--- config.mk ---
export PLATFORM = sky130hd
export DESIGN_NAME = mole_arena_flat
export DESIGN_NICKNAME = d
export VERILOG_FILES = /design/src/rtl/mole_arena_if.sv /design/src/rtl/mole_arena.sv /design/src/flat_wrapper.sv
export SDC_FILE = /design/constraint.sdc
export NUM_CORES = 1
export LEC_CHECK = 0
export CORE_ASPECT_RATIO = 0.5
export CORE_MARGIN = 2
export CORE_UTILIZATION = 56
export DETAILED_ROUTE_END_ITERATION = 10
export PLACE_DENSITY = 0.8
export SLEW_MARGIN = 40
export SYNTH_ARGS = -nofsm -noshare
export SYNTH_HDL_FRONTEND = slang
export SYNTH_SLANG_ARGS = --single-unit
--- constraint.sdc ---
create_clock -name clk -period 4.5 [get_ports clk]
set_input_delay 0.45 -clock clk [delete_from_list [all_inputs] [get_ports clk]]
set_output_delay 0.45 -clock clk [all_outputs]
set_load 0.01 [all_outputs]
--- src/rtl/mole_arena_if.sv ---
// Signal bundle between the whack-a-mole game core and its surroundings:
// keypad hits and tick pulses in, grid map, score and game status out.
interface mole_arena_if #(
    parameter int ROWS         = 4,
    parameter int COLS         = 4,
    parameter int GAME_SECS    = 60,
    parameter int SCORE_DIGITS = 3
);
    localparam int N  = ROWS * COLS;
    localparam int CW = (N > 1) ? $clog2(N) : 1;
    localparam int TW = $clog2(GAME_SECS + 1);

    logic                      tick_sec;
    logic                      tick_step;
    logic                      start;
    logic                      mode;
    logic                      hit_valid;
    logic [CW-1:0]             hit_cell;
    logic [N-1:0]              mole_map;
    logic [4*SCORE_DIGITS-1:0] score_bcd;
    logic [TW-1:0]             time_left;
    logic [7:0]                miss_count;
    logic                      playing;
    logic                      game_over;
    logic                      hit_ack;
    logic                      hit_good;

    modport slave (
        input  tick_sec, tick_step, start, mode, hit_valid, hit_cell,
        output mole_map, score_bcd, time_left, miss_count,
               playing, game_over, hit_ack, hit_good
    );

    modport master (
        output tick_sec, tick_step, start, mode, hit_valid, hit_cell,
        input  mole_map, score_bcd, time_left, miss_count,
               playing, game_over, hit_ack, hit_good
    );
endinterface

--- src/rtl/mole_arena.sv ---
// Whack-a-mole game core: mole slots with ageing/expiry, LFSR spawning,
// BCD scoring, miss counting and timed/survival game control on one clock.
module mole_arena #(
    parameter int          ROWS         = 4,
    parameter int          COLS         = 4,
    parameter int          MOLES        = 2,
    parameter int          LIFE_TICKS   = 8,
    parameter int          GAME_SECS    = 60,
    parameter int          MISS_LIMIT   = 5,
    parameter int          SCORE_DIGITS = 3,
    parameter logic [15:0] LFSR_SEED    = 16'hACE1
) (
    input  logic          clk,
    input  logic          rst,
    mole_arena_if.slave   bus
);
    localparam int N  = ROWS * COLS;
    localparam int CW = (N > 1) ? $clog2(N) : 1;
    localparam int TW = $clog2(GAME_SECS + 1);
    localparam int AW = (LIFE_TICKS > 1) ? $clog2(LIFE_TICKS) : 1;
    localparam int SW = 4 * SCORE_DIGITS;

    typedef enum logic [1:0] {IDLE, PLAY, OVER} state_e;

    state_e          state_q, state_d;
    logic            mode_q, mode_d;
    logic [15:0]     lfsr_q, lfsr_d;
    logic [MOLES-1:0] valid_q, valid_d;
    logic [CW-1:0]   cell_q [MOLES];
    logic [CW-1:0]   cell_d [MOLES];
    logic [AW-1:0]   age_q  [MOLES];
    logic [AW-1:0]   age_d  [MOLES];
    logic [N-1:0]    map_q, map_d;
    logic [SW-1:0]   score_q, score_d;
    logic [TW-1:0]   time_q, time_d;
    logic [7:0]      miss_q, miss_d;
    logic            ack_q, ack_d;
    logic            good_q, good_d;
    logic [CW-1:0]   cand;
    logic            spawn_done;

    // Increment a BCD value, holding at all nines instead of wrapping.
    function automatic logic [SW-1:0] bcd_inc(input logic [SW-1:0] v);
        logic [SW-1:0] r;
        logic          carry;
        logic          sat;
        r     = v;
        carry = 1'b1;
        sat   = 1'b1;
        for (int i = 0; i < SCORE_DIGITS; i++) begin
            sat = sat & (v[4*i +: 4] == 4'd9);
        end
        for (int i = 0; i < SCORE_DIGITS; i++) begin
            if (carry) begin
                if (r[4*i +: 4] == 4'd9) begin
                    r[4*i +: 4] = 4'd0;
                end else begin
                    r[4*i +: 4] = r[4*i +: 4] + 4'd1;
                    carry       = 1'b0;
                end
            end
        end
        return sat ? v : r;
    endfunction

    assign cand = lfsr_q[CW-1:0];

    always_comb begin
        state_d    = state_q;
        mode_d     = mode_q;
        lfsr_d     = {1'b0, lfsr_q[15:1]} ^ (lfsr_q[0] ? 16'hB400 : 16'h0000);
        valid_d    = valid_q;
        cell_d     = cell_q;
        age_d      = age_q;
        score_d    = score_q;
        time_d     = time_q;
        miss_d     = miss_q;
        ack_d      = 1'b0;
        good_d     = 1'b0;
        spawn_done = 1'b0;
        map_d      = '0;

        unique case (state_q)
            IDLE, OVER: begin
                if (bus.start) begin
                    state_d = PLAY;
                    mode_d  = bus.mode;
                    valid_d = '0;
                    score_d = '0;
                    miss_d  = '0;
                    time_d  = TW'(GAME_SECS);
                end
            end
            PLAY: begin
                if (bus.hit_valid) begin
                    ack_d = 1'b1;
                    for (int i = 0; i < MOLES; i++) begin
                        if (valid_q[i] && cell_q[i] == bus.hit_cell) begin
                            valid_d[i] = 1'b0;
                            good_d     = 1'b1;
                        end
                    end
                    if (good_d) begin
                        score_d = bcd_inc(score_q);
                    end
                end
                // A slot already cleared by this cycle's hit must not also expire.
                if (bus.tick_step) begin
                    for (int i = 0; i < MOLES; i++) begin
                        if (valid_q[i] && valid_d[i]) begin
                            if (age_q[i] == AW'(LIFE_TICKS - 1)) begin
                                valid_d[i] = 1'b0;
                                if (miss_d != 8'hFF) begin
                                    miss_d = miss_d + 8'd1;
                                end
                            end else begin
                                age_d[i] = age_q[i] + AW'(1);
                            end
                        end
                    end
                    for (int i = 0; i < MOLES; i++) begin
                        if (!spawn_done && !valid_q[i]) begin
                            spawn_done = 1'b1;
                            if ((int'(cand) < N) && !map_q[cand]) begin
                                valid_d[i] = 1'b1;
                                cell_d[i]  = cand;
                                age_d[i]   = '0;
                            end
                        end
                    end
                end
                if (bus.tick_sec && !mode_q && time_q != '0) begin
                    time_d = time_q - TW'(1);
                end
                if ((!mode_q && time_d == '0) || (mode_q && miss_d >= 8'(MISS_LIMIT))) begin
                    state_d = OVER;
                    valid_d = '0;
                end
            end
            default: state_d = IDLE;
        endcase

        for (int i = 0; i < MOLES; i++) begin
            if (valid_d[i]) begin
                map_d = map_d | (N'(1) << cell_d[i]);
            end
        end
    end

    always_ff @(posedge clk or negedge rst) begin
        if (!rst) begin
            state_q <= IDLE;
            mode_q  <= 1'b0;
            lfsr_q  <= LFSR_SEED;
            valid_q <= '0;
            for (int i = 0; i < MOLES; i++) begin
                cell_q[i] <= '0;
                age_q[i]  <= '0;
            end
            map_q   <= '0;
            score_q <= '0;
            time_q  <= TW'(GAME_SECS);
            miss_q  <= '0;
            ack_q   <= 1'b0;
            good_q  <= 1'b0;
        end else begin
            state_q <= state_d;
            mode_q  <= mode_d;
            lfsr_q  <= lfsr_d;
            valid_q <= valid_d;
            cell_q  <= cell_d;
            age_q   <= age_d;
            map_q   <= map_d;
            score_q <= score_d;
            time_q  <= time_d;
            miss_q  <= miss_d;
            ack_q   <= ack_d;
            good_q  <= good_d;
        end
    end

    assign bus.mole_map   = map_q;
    assign bus.score_bcd  = score_q;
    assign bus.time_left  = time_q;
    assign bus.miss_count = miss_q;
    assign bus.playing    = (state_q == PLAY);
    assign bus.game_over  = (state_q == OVER);
    assign bus.hit_ack    = ack_q;
    assign bus.hit_good   = good_q;
endmodule

--- src/flat_wrapper.sv ---
// flat-port wrapper written by rule: the top's interface ports become plain ports
module mole_arena_flat 
#(
    parameter int          ROWS         = 4,
    parameter int          COLS         = 4,
    parameter int          MOLES        = 2,
    parameter int          LIFE_TICKS   = 8,
    parameter int          GAME_SECS    = 60,
    parameter int          MISS_LIMIT   = 5,
    parameter int          SCORE_DIGITS = 3,
    parameter logic [15:0] LFSR_SEED    = 16'hACE1
)
  (clk, rst, bus_tick_sec, bus_tick_step, bus_start, bus_mode, bus_hit_valid, bus_hit_cell, bus_mole_map, bus_score_bcd, bus_time_left, bus_miss_count, bus_playing, bus_game_over, bus_hit_ack, bus_hit_good);
  mole_arena_if #(.ROWS(ROWS), .COLS(COLS), .GAME_SECS(GAME_SECS), .SCORE_DIGITS(SCORE_DIGITS)) bus_i ();
  input  logic clk;
  input  logic rst;
  input wire logic [$bits(bus_i.tick_sec)-1:0] bus_tick_sec;
  input wire logic [$bits(bus_i.tick_step)-1:0] bus_tick_step;
  input wire logic [$bits(bus_i.start)-1:0] bus_start;
  input wire logic [$bits(bus_i.mode)-1:0] bus_mode;
  input wire logic [$bits(bus_i.hit_valid)-1:0] bus_hit_valid;
  input wire logic [$bits(bus_i.hit_cell)-1:0] bus_hit_cell;
  output wire logic [$bits(bus_i.mole_map)-1:0] bus_mole_map;
  output wire logic [$bits(bus_i.score_bcd)-1:0] bus_score_bcd;
  output wire logic [$bits(bus_i.time_left)-1:0] bus_time_left;
  output wire logic [$bits(bus_i.miss_count)-1:0] bus_miss_count;
  output wire logic [$bits(bus_i.playing)-1:0] bus_playing;
  output wire logic [$bits(bus_i.game_over)-1:0] bus_game_over;
  output wire logic [$bits(bus_i.hit_ack)-1:0] bus_hit_ack;
  output wire logic [$bits(bus_i.hit_good)-1:0] bus_hit_good;
  assign bus_i.tick_sec = bus_tick_sec;
  assign bus_i.tick_step = bus_tick_step;
  assign bus_i.start = bus_start;
  assign bus_i.mode = bus_mode;
  assign bus_i.hit_valid = bus_hit_valid;
  assign bus_i.hit_cell = bus_hit_cell;
  assign bus_mole_map = bus_i.mole_map;
  assign bus_score_bcd = bus_i.score_bcd;
  assign bus_time_left = bus_i.time_left;
  assign bus_miss_count = bus_i.miss_count;
  assign bus_playing = bus_i.playing;
  assign bus_game_over = bus_i.game_over;
  assign bus_hit_ack = bus_i.hit_ack;
  assign bus_hit_good = bus_i.hit_good;
  mole_arena #(.ROWS(ROWS), .COLS(COLS), .MOLES(MOLES), .LIFE_TICKS(LIFE_TICKS), .GAME_SECS(GAME_SECS), .MISS_LIMIT(MISS_LIMIT), .SCORE_DIGITS(SCORE_DIGITS), .LFSR_SEED(LFSR_SEED)) u_core (.clk(clk), .rst(rst), .bus(bus_i));
endmodule
==> results.json <==
{
  "synth-edff-count": 0,
  "grt_antenna_before_repair": 0,
  "timing.rr.end": "u_core.bus.mole_map[0]$_DFF_PN0_",
  "port_buffers": 56,
  "post_route_cells_drive_above_1_share_pct": 16.5,
  "placement_row_count": 23,
  "drv_cap": 0,
  "ios": 57,
  "critPathKind": "reg -> reg",
  "maximum_fanout_encountered_on_the_critical_timing_path": 5,
  "wire_per_inst_um": 17.9,
  "clockBufferDepth": 2,
  "path_cells": "ha_1 > nand3_1 > or4_2 > a21boi_1 > o21ai_0 > or3_1 > mux2i_1 > or4b_4 > o21ai_4 > nand3_2 > o22ai_1",
  "grt_pass1_wl_mm": 17.9,
  "start_kind": "flop",
  "synth_warnings": 0,
  "die_height_um": 67.5,
  "placeableCoreArea_um2": 7910,
  "critical_path_required_ps": 4730,
  "cell_chosen_for_the_clock_root": "sky130_fd_sc_hd__clkbuf_16",
  "cell_count_of_the_worst_reg_to_reg_path": 11,
  "fp.dieArea_um2": 8840,
  "regToRegStartpoint": "u_core.age_q[3]$_DFFE_PN0P_",
  "grt_pass1_vias": 3545,
  "die_w_um": 131,
  "synth_fp_nets": 473,
  "h-tree-depth": 3,
  "worst_path_max_delay_cell": "sky130_fd_sc_hd__or4_2",
  "routed_wirelength_mm": 11.4,
  "first_pass_iters": 7,
  "worst_slack_ps": 287,
  "min_path_type": "in -> async",
  "grt_overflow": 0,
  "final_cell_count_no_fill": 639,
  "synth_seq_cells": 79,
  "worstPathArrival_ps": 4450,
  "ir_drop_mv": 0.269,
  "worstSetupEndpointType": "flop",
  "timing.critical_path.from": "u_core.age_q[3]$_DFFE_PN0P_",
  "cts_tree": "done",
  "cpPeakStageDelay_ps": 730,
  "cts_buffers": 9,
  "min_period_over_period_pct": 93.6,
  "multi_input_area_um2": 2320,
  "clkLatencyLatePin_ps": 340,
  "flow.area_growth_from_synthesis_pct": 22.8,
  "grt_use_total_pct": 27.2,
  "final-seq-area_um2": 1990,
  "grt_setup_unrepaired": "no",
  "mappedNetlistArea_um2": 4510,
  "final.fill_count": 586,
  "cts.reportedPaths.clkPinSlew_ps": 70,
  "numPlacedInstances": 623,
  "power.density_cell_area_nw_per_um2": 434,
  "final_max_slew_viol_count": 0,
  "yosysMostFrequentCell": "sky130_fd_sc_hd__dfrtp_1",
  "residual_antenna_violating_net_count_after_detailed_routing": 0,
  "synth_ff_type": "sky130_fd_sc_hd__dfrtp_1",
  "fin_hold_viols": 0,
  "run_status": "complete, no violations",
  "post_synth_inst_count": 450,
  "synthDominantCellAreaShare_pct": 37.1,
  "total_leakage_power_nw": 2.38,
  "syn_area_per_cell_um2": 10.0,
  "dpl_worst_slack_ps": -54.4,
  "post-route-drc-count": 0,
  "rrSetupSlack_ps": 290,
  "gp_congestion": 0.989,
  "asyncSetResetFlopFracSynth_pct": 100,
  "largest_net_degree_at_the_start_of_global_routing": 80,
  "hold-worst-slack_ps": 134,
  "timing.fmax_mhz": 237,
  "floorplan.initialDensity_pct": 57.0,
  "insertedDiodeCount": 0,
  "synth_sequential_area_ratio_pct": 44.1,
  "postLayoutCoreUtil_pct": 70.1,
  "power.total_mw": 2.41,
  "route.vias.total": 3848,
  "worst-slew-pin-transition_ps": 695,
  "post-route-min-period_ps": 4210,
  "cts_num_sinks": 79,
  "top_cells_by_area_in_the_synthesized_netlist": "sky130_fd_sc_hd__dfrtp_1 37%, sky130_fd_sc_hd__dfstp_2 7.0%, sky130_fd_sc_hd__nand2_1 4.7%",
  "synth.cells.most_frequent": "67 x sky130_fd_sc_hd__dfrtp_1, 56 x sky130_fd_sc_hd__nand2_1, 31 x sky130_fd_sc_hd__nor2_1, 26 x sky130_fd_sc_hd__o21ai_0, 22 x sky130_fd_sc_hd__inv_1",
  "distinct_cells_synth": 74,
  "postCtsSetupRepairBufs": 0,
  "clock-skew-final_ps": 10.4,
  "timing.final.setup_violations": 0,
  "initialDrtViolationCount": 361,
  "largest_area_contributor_in_the_synthesized_netlist": "sky130_fd_sc_hd__dfrtp_1",
  "post_drt_via_cell_ratio": 6.02,
  "post-dp-hpwl_mm": 8.05,
  "layout.nets": 545,
  "relSlewSlack_pct": 53.6
}
## worst max path at each step
stage	end	slack (ps)	depth (start not counted)
2_1_floorplan	u_core.bus.mole_map[12]$_DFF_PN0_	540	14
3_3_place_gp	u_core.bus.mole_map[15]$_DFF_PN0_	150	15
3_5_place_dp	u_core.bus.mole_map[3]$_DFF_PN0_	-50	15
4_1_cts	u_core.bus.mole_map[0]$_DFF_PN0_	200	14
5_1_grt	u_core.bus.mole_map[0]$_DFF_PN0_	130	14
6_report	u_core.bus.mole_map[0]$_DFF_PN0_	290	11
## registers in the layout, summed over array words and instances, names as in the netlist
signal	cells
u_core.bus.score_bcd	12
u_core.bus.hit_ack	1
u_core.valid_q	2
u_core.bus.miss_count	8
u_core.lfsr_q	16
u_core.cell_q	8
u_core.state_q	2
u_core.bus.mole_map	16
u_core.mode_q	1
u_core.bus.hit_good	1
u_core.age_q	6
u_core.bus.time_left	6
## metrics by stage
step / TNS [ps] / instance area (µm²)
2_1_floorplan: 0 / 4510
3_3_place_gp: 0 / 5240
3_5_place_dp: -264 / 5240
4_1_cts: 0 / 5540
5_1_grt: 0 / 5540
6_report: 0 / 5540
## cells by family (layout without fill, tap and decap cells)
kind of cell    after synthesis  count (layout)  synth area share (%)
simple gates                166             166                  18.7
flops                        79              79                  44.1
xor+xnor                     26              26                  5.21
fa+ha+maj                    12              12                  3.33
mux                          25              25                  7.04
buf+inv                      37             114                  4.57
compound gates              105             105                  17.1
## what timing repair did
action | 4_1_cts | 5_1_grt
gates resized for setup | 0 | 1
hold buffers | 0 | 0
hold endpoints to repair | 0 | 0
setup endpoints to repair | 0 | 1
## placed cells by master (no fill, tap or decap), types with 12 or more instances in the layout
cell type	instances
sky130_fd_sc_hd__o22ai_1	16
sky130_fd_sc_hd__mux2i_1	16
sky130_fd_sc_hd__nor2_1	30
sky130_fd_sc_hd__buf_4	19
sky130_fd_sc_hd__dfrtp_1	67
sky130_fd_sc_hd__nand2_1	56
sky130_fd_sc_hd__clkdlybuf4s50_1	55
sky130_fd_sc_hd__xor2_1	18
sky130_fd_sc_hd__nand3_1	21
sky130_fd_sc_hd__inv_1	22
sky130_fd_sc_hd__o21ai_0	26
sky130_fd_sc_hd__dfstp_2	12
sky130_fd_sc_hd__a21oi_1	17
sky130_fd_sc_hd__ha_1	12
## final cells by class
class | instances | share of cell area [%]
multi-input combinational | 334 | 41.9
sequential | 79 | 35.9
timing repair buffer | 75 | 12.7
clock buffer | 10 | 4.13
tap | 112 | 2.53
inverter | 23 | 1.56
clock inverter | 6 | 1.24
## where the power goes
part           leakage, nW  switching, mW  internal, mW
clock network        0.143          0.297         0.434
logic                 1.19          0.457         0.316
registers             1.04         0.0970         0.805
## layer usage
metal  vias up  GRT usage (%)  share of wire (%)
met5         -              0                  0
met4         0           8.24                1.2
met3        15           7.05                6.7
met2       169           41.9                 45
met1      1886           38.3                 47
li1       1778              -                  -
## worst max-delay path, delay by kind of cell, from the launching register on
family	cells	cell delay, ps
compound gates	4	1060
mux	1	160
flops	1	400
fa+ha+maj	1	270
simple gates	5	2200
(Power assumes the default switching activity.)
==> variant 1: new RTL, same flow settings <==
`SCORE_DIGITS` is set to 3 in 3 places; all go to 6.
--- a/src/rtl/mole_arena_if.sv
+++ b/src/rtl/mole_arena_if.sv
@@ -4,7 +4,7 @@
     parameter int ROWS         = 4,
     parameter int COLS         = 4,
     parameter int GAME_SECS    = 60,
-    parameter int SCORE_DIGITS = 3
+    parameter int SCORE_DIGITS = 6
 );
     localparam int N  = ROWS * COLS;
     localparam int CW = (N > 1) ? $clog2(N) : 1;
--- a/src/rtl/mole_arena.sv
+++ b/src/rtl/mole_arena.sv
@@ -7,7 +7,7 @@
     parameter int          LIFE_TICKS   = 8,
     parameter int          GAME_SECS    = 60,
     parameter int          MISS_LIMIT   = 5,
-    parameter int          SCORE_DIGITS = 3,
+    parameter int          SCORE_DIGITS = 6,
     parameter logic [15:0] LFSR_SEED    = 16'hACE1
 ) (
     input  logic          clk,
--- a/src/flat_wrapper.sv
+++ b/src/flat_wrapper.sv
@@ -7,7 +7,7 @@
     parameter int          LIFE_TICKS   = 8,
     parameter int          GAME_SECS    = 60,
     parameter int          MISS_LIMIT   = 5,
-    parameter int          SCORE_DIGITS = 3,
+    parameter int          SCORE_DIGITS = 6,
     parameter logic [15:0] LFSR_SEED    = 16'hACE1
 )
   (clk, rst, bus_tick_sec, bus_tick_step, bus_start, bus_mode, bus_hit_valid, bus_hit_cell, bus_mole_map, bus_score_bcd, bus_time_left, bus_miss_count, bus_playing, bus_game_over, bus_hit_ack, bus_hit_good);
Ports: changed (resized bus_score_bcd); port bits go from 57 to 69. The function was not compared with the original's and may differ.
==> variant 1 against the unedited design <==
Wire length rose by 21%. Sequential power is 23% higher. Critical path type unchanged. Sequential cell count is 12 higher. Synthesized area increased by 18%. Critical endpoint is now u_core.bus.mole_map[12]$_DFF_PN0_. Final area grew 18%. Combinational power up 44%. Clock skew down 2.9 ps. Power increased by 24%. Worst setup slack got worse by 6.8 ps. Utilization is 0.40 points lower.
==> variant 1: results (changes against the unedited design) <==
\begin{tabular}{lr}
\hline
Metric & Value \\
\hline
\multicolumn{2}{l}{\textbf{Run status}} \\
\quad Result of the run & complete, no violations \\
\multicolumn{2}{l}{\textbf{Logic synthesis}} \\
\quad Synth cell types & 71 (-4.1\%) \\
\quad Syn avg cell area & 9.546 sq um (-4.8\%) \\
\quad Mapped Nets & 588 (+24\%) \\
\quad Commonest cells in the synthesized netlist & sky130\_fd\_sc\_hd\_\_dfrtp\_1, sky130\_fd\_sc\_hd\_\_nand2\_1, sky130\_fd\_sc\_hd\_\_nor2\_1 \\
\quad Sequential element share of the synthesized area & 42.95\% (-1.2 points) \\
\quad Synth top area cells & sky130\_fd\_sc\_hd\_\_dfrtp\_1, sky130\_fd\_sc\_hd\_\_dfstp\_2, sky130\_fd\_sc\_hd\_\_nand2\_1 \\
\multicolumn{2}{l}{\textbf{Setup path}} \\
\quad Max incr delay on CP & 510 ps (-220 ps) \\
\quad Critical path fanouts, max & 17 (+12) \\
\quad Cell type of the slowest stage on the worst timing path & sky130\_fd\_sc\_hd\_\_or4\_1 \\
\quad Delay-heaviest family, CP & compound AO/OA/AOI/OAI gates \\
\quad Terminus of the critical flop-to-flop path & u\_core.bus.mole\_map[12]\$\_DFF\_PN0\_ \\
\quad Count of cells along the worst register-to-register path & 15 (+4) \\
\multicolumn{2}{l}{\textbf{STA}} \\
\quad Clock Skew & 7.481 ps (-2.935 ps) \\
\quad Worst hold-check slack & 89.33 ps (-44.27 ps) \\
\multicolumn{2}{l}{\textbf{Power}} \\
\quad Maximum vdd drop & 0.3058 mV (+14\%) \\
\quad Leakage power & 0.002782 uW (+17\%) \\
\multicolumn{2}{l}{\textbf{Global routing}} \\
\quad Total routing resource utilization after global routing & 27.25\% (+0.057 points) \\
\quad Via count of the first global-routing pass & 4460 (+26\%) \\
\quad Global Route met2 Usage & 43.32\% (+1.4 points) \\
\quad Met3 demand-to-capacity share in global routing & 8.399\% (+1.3 points) \\
\quad Met1 global-route usage & 35.94\% (-2.4 points) \\
\quad First-pass GRT wire length & 22070 um (+23\%) \\
\quad Maximum number of pins on one net before global-route repair & 71 (-11\%) \\
\multicolumn{2}{l}{\textbf{Placed design}} \\
\quad Setup slack at placement & -85.19 ps (-30.76 ps) \\
\quad Placed wire-length estimate after detailed placement & 9832 um (+22\%) \\
\quad Number of buffers added on ports & 68 (+21\%) \\
\quad Total instance count after detailed placement & 749 (+20\%) \\
\multicolumn{2}{l}{\textbf{Route}} \\
\quad Drt total wl & 13850 um (+21\%) \\
\quad Via-to-Cell Ratio & 6.301 (+4.6\%) \\
\quad Met3 Routed Length & 1081 um (+41\%) \\
\quad Detailed route wirelength on metal2 & 6398 um (+25\%) \\
\quad First-pass iteration count of the detailed router & 5 (-2) \\
\multicolumn{2}{l}{\textbf{Cells and area}} \\
\quad FILL cells & 688 (+17\%) \\
\quad Layout cell share with drive strength beyond 1 & 11.80\% (-4.7 points) \\
\quad Non-filler cells, final & 765 (+20\%) \\
\quad Diodes inserted & 0 (unchanged) \\
\hline
\end{tabular}
## variant 1: logic make-up (layout without fill, tap and decap cells)
group	Yosys count	after routing	synth area share, %
AO/OA/AOI/OAI	150	150	19.79
XOR/XNOR	19	19	3.118
adder cells (fa/ha/maj)	18	18	4.220
buffers and inverters	47	132	4.197
flip-flops	91	91	42.95
multiplexers	28	28	6.635
AND/OR/NAND/NOR	206	206	19.09
## variant 1: final cells by class
type	instances	area [sq um]	share of cell area [%]
Tap cell	121	151.4	2.324
Clock buffer	10	229.0	3.515
Timing Repair Buffer	89	839.6	12.89
Clock inverter	6	72.57	1.114
Inverter	27	101.3	1.556
Multi-Input combinational cell	421	2829	43.42
Sequential cell	91	2292	35.18
## variant 1: worst max-delay path by stage
stage,startpoint,slack [ps],to
after floorplan,u_core.bus.miss_count[0]$_DFFE_PN0P_,370,u_core.bus.mole_map[10]$_DFF_PN0_
after global placement,bus_hit_cell[2],40,u_core.bus.mole_map[11]$_DFF_PN0_
after detailed placement,bus_hit_cell[0],-90,u_core.bus.mole_map[12]$_DFF_PN0_
after CTS,bus_hit_cell[0],250,u_core.bus.mole_map[12]$_DFF_PN0_
after global routing,bus_hit_cell[2],20,u_core.bus.mole_map[12]$_DFF_PN0_
final,u_core.age_q[3]$_DFFE_PN0P_,280,u_core.bus.mole_map[12]$_DFF_PN0_
## variant 1: report_power, final
group / internal [uW] / switching [uW] / leakage (uW)
Sequential: 954 / 158 / 0.00119
Combinational: 467 / 638 / 0.00145
Clock: 438 / 339 / 0.000144
Total: 1860 / 1140 / 0.00278
## variant 1: repair_timing
| action | CTS | global route |
|---|---|---|
| gates resized for setup | 0 | 2 |
| endpoints found under the setup margin | 0 | 16 |
| hold buffers | 0 | 0 |
==> variant 2: new RTL, config.mk and constraints unchanged <==
Without the edit above. The 3 states of `state_e` get a one-hot encoding in 3 bits.
--- a/src/rtl/mole_arena.sv
+++ b/src/rtl/mole_arena.sv
@@ -20,7 +20,7 @@
     localparam int AW = (LIFE_TICKS > 1) ? $clog2(LIFE_TICKS) : 1;
     localparam int SW = 4 * SCORE_DIGITS;
 
-    typedef enum logic [1:0] {IDLE, PLAY, OVER} state_e;
+    typedef enum logic [2:0] {IDLE = 3'b001, PLAY = 3'b010, OVER = 3'b100} state_e;
 
     state_e          state_q, state_d;
     logic            mode_q, mode_d;
Check against the original RTL: same outputs for any inputs over 4 cycles, from zero or initial values and one cycle with rst low; so few cycles prove little.
==> variant 2 against the unedited design <==
Synthesized cell count grew 6.7%. Worst hold slack worse by 30 ps. Synthesized area is 2.8% higher. Clock power up 10%. Final area rose by 1.8%. Power shrank 8.2%. Non-clock buffer count down 7. Wire length rose by 1.8%. Worst setup slack worse by 14 ps. Sequential cell count is 1 higher. Combinational power shrank 30%. Critical path type is now input port to register.
==> variant 2: results (changes against the unedited design) <==
\begin{tabular}{lr}
\hline
Metric & Value \\
\hline
\multicolumn{2}{l}{\textbf{Placed design}} \\
\quad Placed cell area & 0.005290 sq mm (+0.98\%) \\
\quad Placed wire-length estimate after detailed placement & 8040 um (-0.17\%) \\
\multicolumn{2}{l}{\textbf{Route}} \\
\quad Via count & 3973 (+3.2\%) \\
\quad Via-to-Cell Ratio & 6.084 (+1.0\%) \\
\quad WL per Instance & 17.82 um (-0.40\%) \\
\quad First-pass iteration count of the detailed router & 5 (-2) \\
\quad DRT iter0 DRCs & 389 (+7.8\%) \\
\multicolumn{2}{l}{\textbf{Power}} \\
\quad Net switching power figure & 697.2 uW (-18\%) \\
\multicolumn{2}{l}{\textbf{Global routing}} \\
\quad Global Route met2 Usage & 44.69\% (+2.8 points) \\
\quad Total routing resource utilization after global routing & 27.13\% (-0.066 points) \\
\quad Met1 global-route usage & 34.95\% (-3.4 points) \\
\quad Via count of the first global-routing pass & 3711 (+4.7\%) \\
\quad Met3 demand-to-capacity share in global routing & 8.815\% (+1.8 points) \\
\multicolumn{2}{l}{\textbf{Logic synthesis}} \\
\quad Commonest cells in the synthesized netlist & sky130\_fd\_sc\_hd\_\_dfrtp\_1, sky130\_fd\_sc\_hd\_\_nand2\_1, sky130\_fd\_sc\_hd\_\_nor2\_1 \\
\quad Synth cell types & 72 (-2.7\%) \\
\quad Post-synthesis instance total & 480 (+6.7\%) \\
\quad Mapped Nets & 503 (+6.3\%) \\
\quad Sequential element share of the synthesized area & 43.48\% (-0.65 points) \\
\quad Xor and xnor area share after synthesis & 4.528\% (-0.68 points) \\
\multicolumn{2}{l}{\textbf{Setup path}} \\
\quad Max incr delay on CP & 500 ps (-230 ps) \\
\quad Beginning of the critical path & bus\_hit\_cell[1] \\
\quad CP arrival & 4480 ps (+30 ps) \\
\quad Count of cells along the worst register-to-register path & 14 (+3) \\
\quad Register-to-register setup slack & 410 ps (+120 ps) \\
\quad Delay-heaviest family, CP & compound AO/OA/AOI/OAI gates \\
\multicolumn{2}{l}{\textbf{Run status}} \\
\quad Result of the run & complete, no violations \\
\multicolumn{2}{l}{\textbf{Cells and area}} \\
\quad Layout cell share with drive strength beyond 1 & 14.05\% (-2.5 points) \\
\multicolumn{2}{l}{\textbf{STA}} \\
\quad Relative slew slack & 51.36\% (-2.3 points) \\
\quad Final cycle utilization of the critical path & 93.93\% (+0.30 points) \\
\hline
\end{tabular}
-- variant 2: layout make-up --
class	instances	area, sq um
inverters	23	86.33
clock inverters	4	77.57
clock buffers	12	246.5
well taps	112	140.1
multi-input cells	354	2427
repair buffers	68	646.9
flip-flops and latches	80	2018
fillers	585	2386
-- variant 2: power groups by stage --
stage	logic [uW]	registers (uW)	clock network (uW)
6_report	538	865	804
3_5_place_dp	526	876	0
4_1_cts	532	864	809
3_3_place_gp	509	869	0
2_1_floorplan	350	867	0
5_1_grt	594	876	844
-- variant 2: routing by layer --
metal | up-vias | part of all wire (%) | wire [um]
li1 | 1846 | - | -
met1 | 1949 | 45 | 5231
met2 | 158 | 46 | 5398
met3 | 20 | 7.0 | 814
met4 | 0 | 1.7 | 193
met5 | - | 0 | 0
-- variant 2: cell families after synthesis --
logic type,Yosys count
xor gates and xnor gates,24
buffers and inverters,46
adders and majority gates,12
and+or+nand+nor,178
DFF,80
AOI/OAI and AO/OA,118
muxes,22
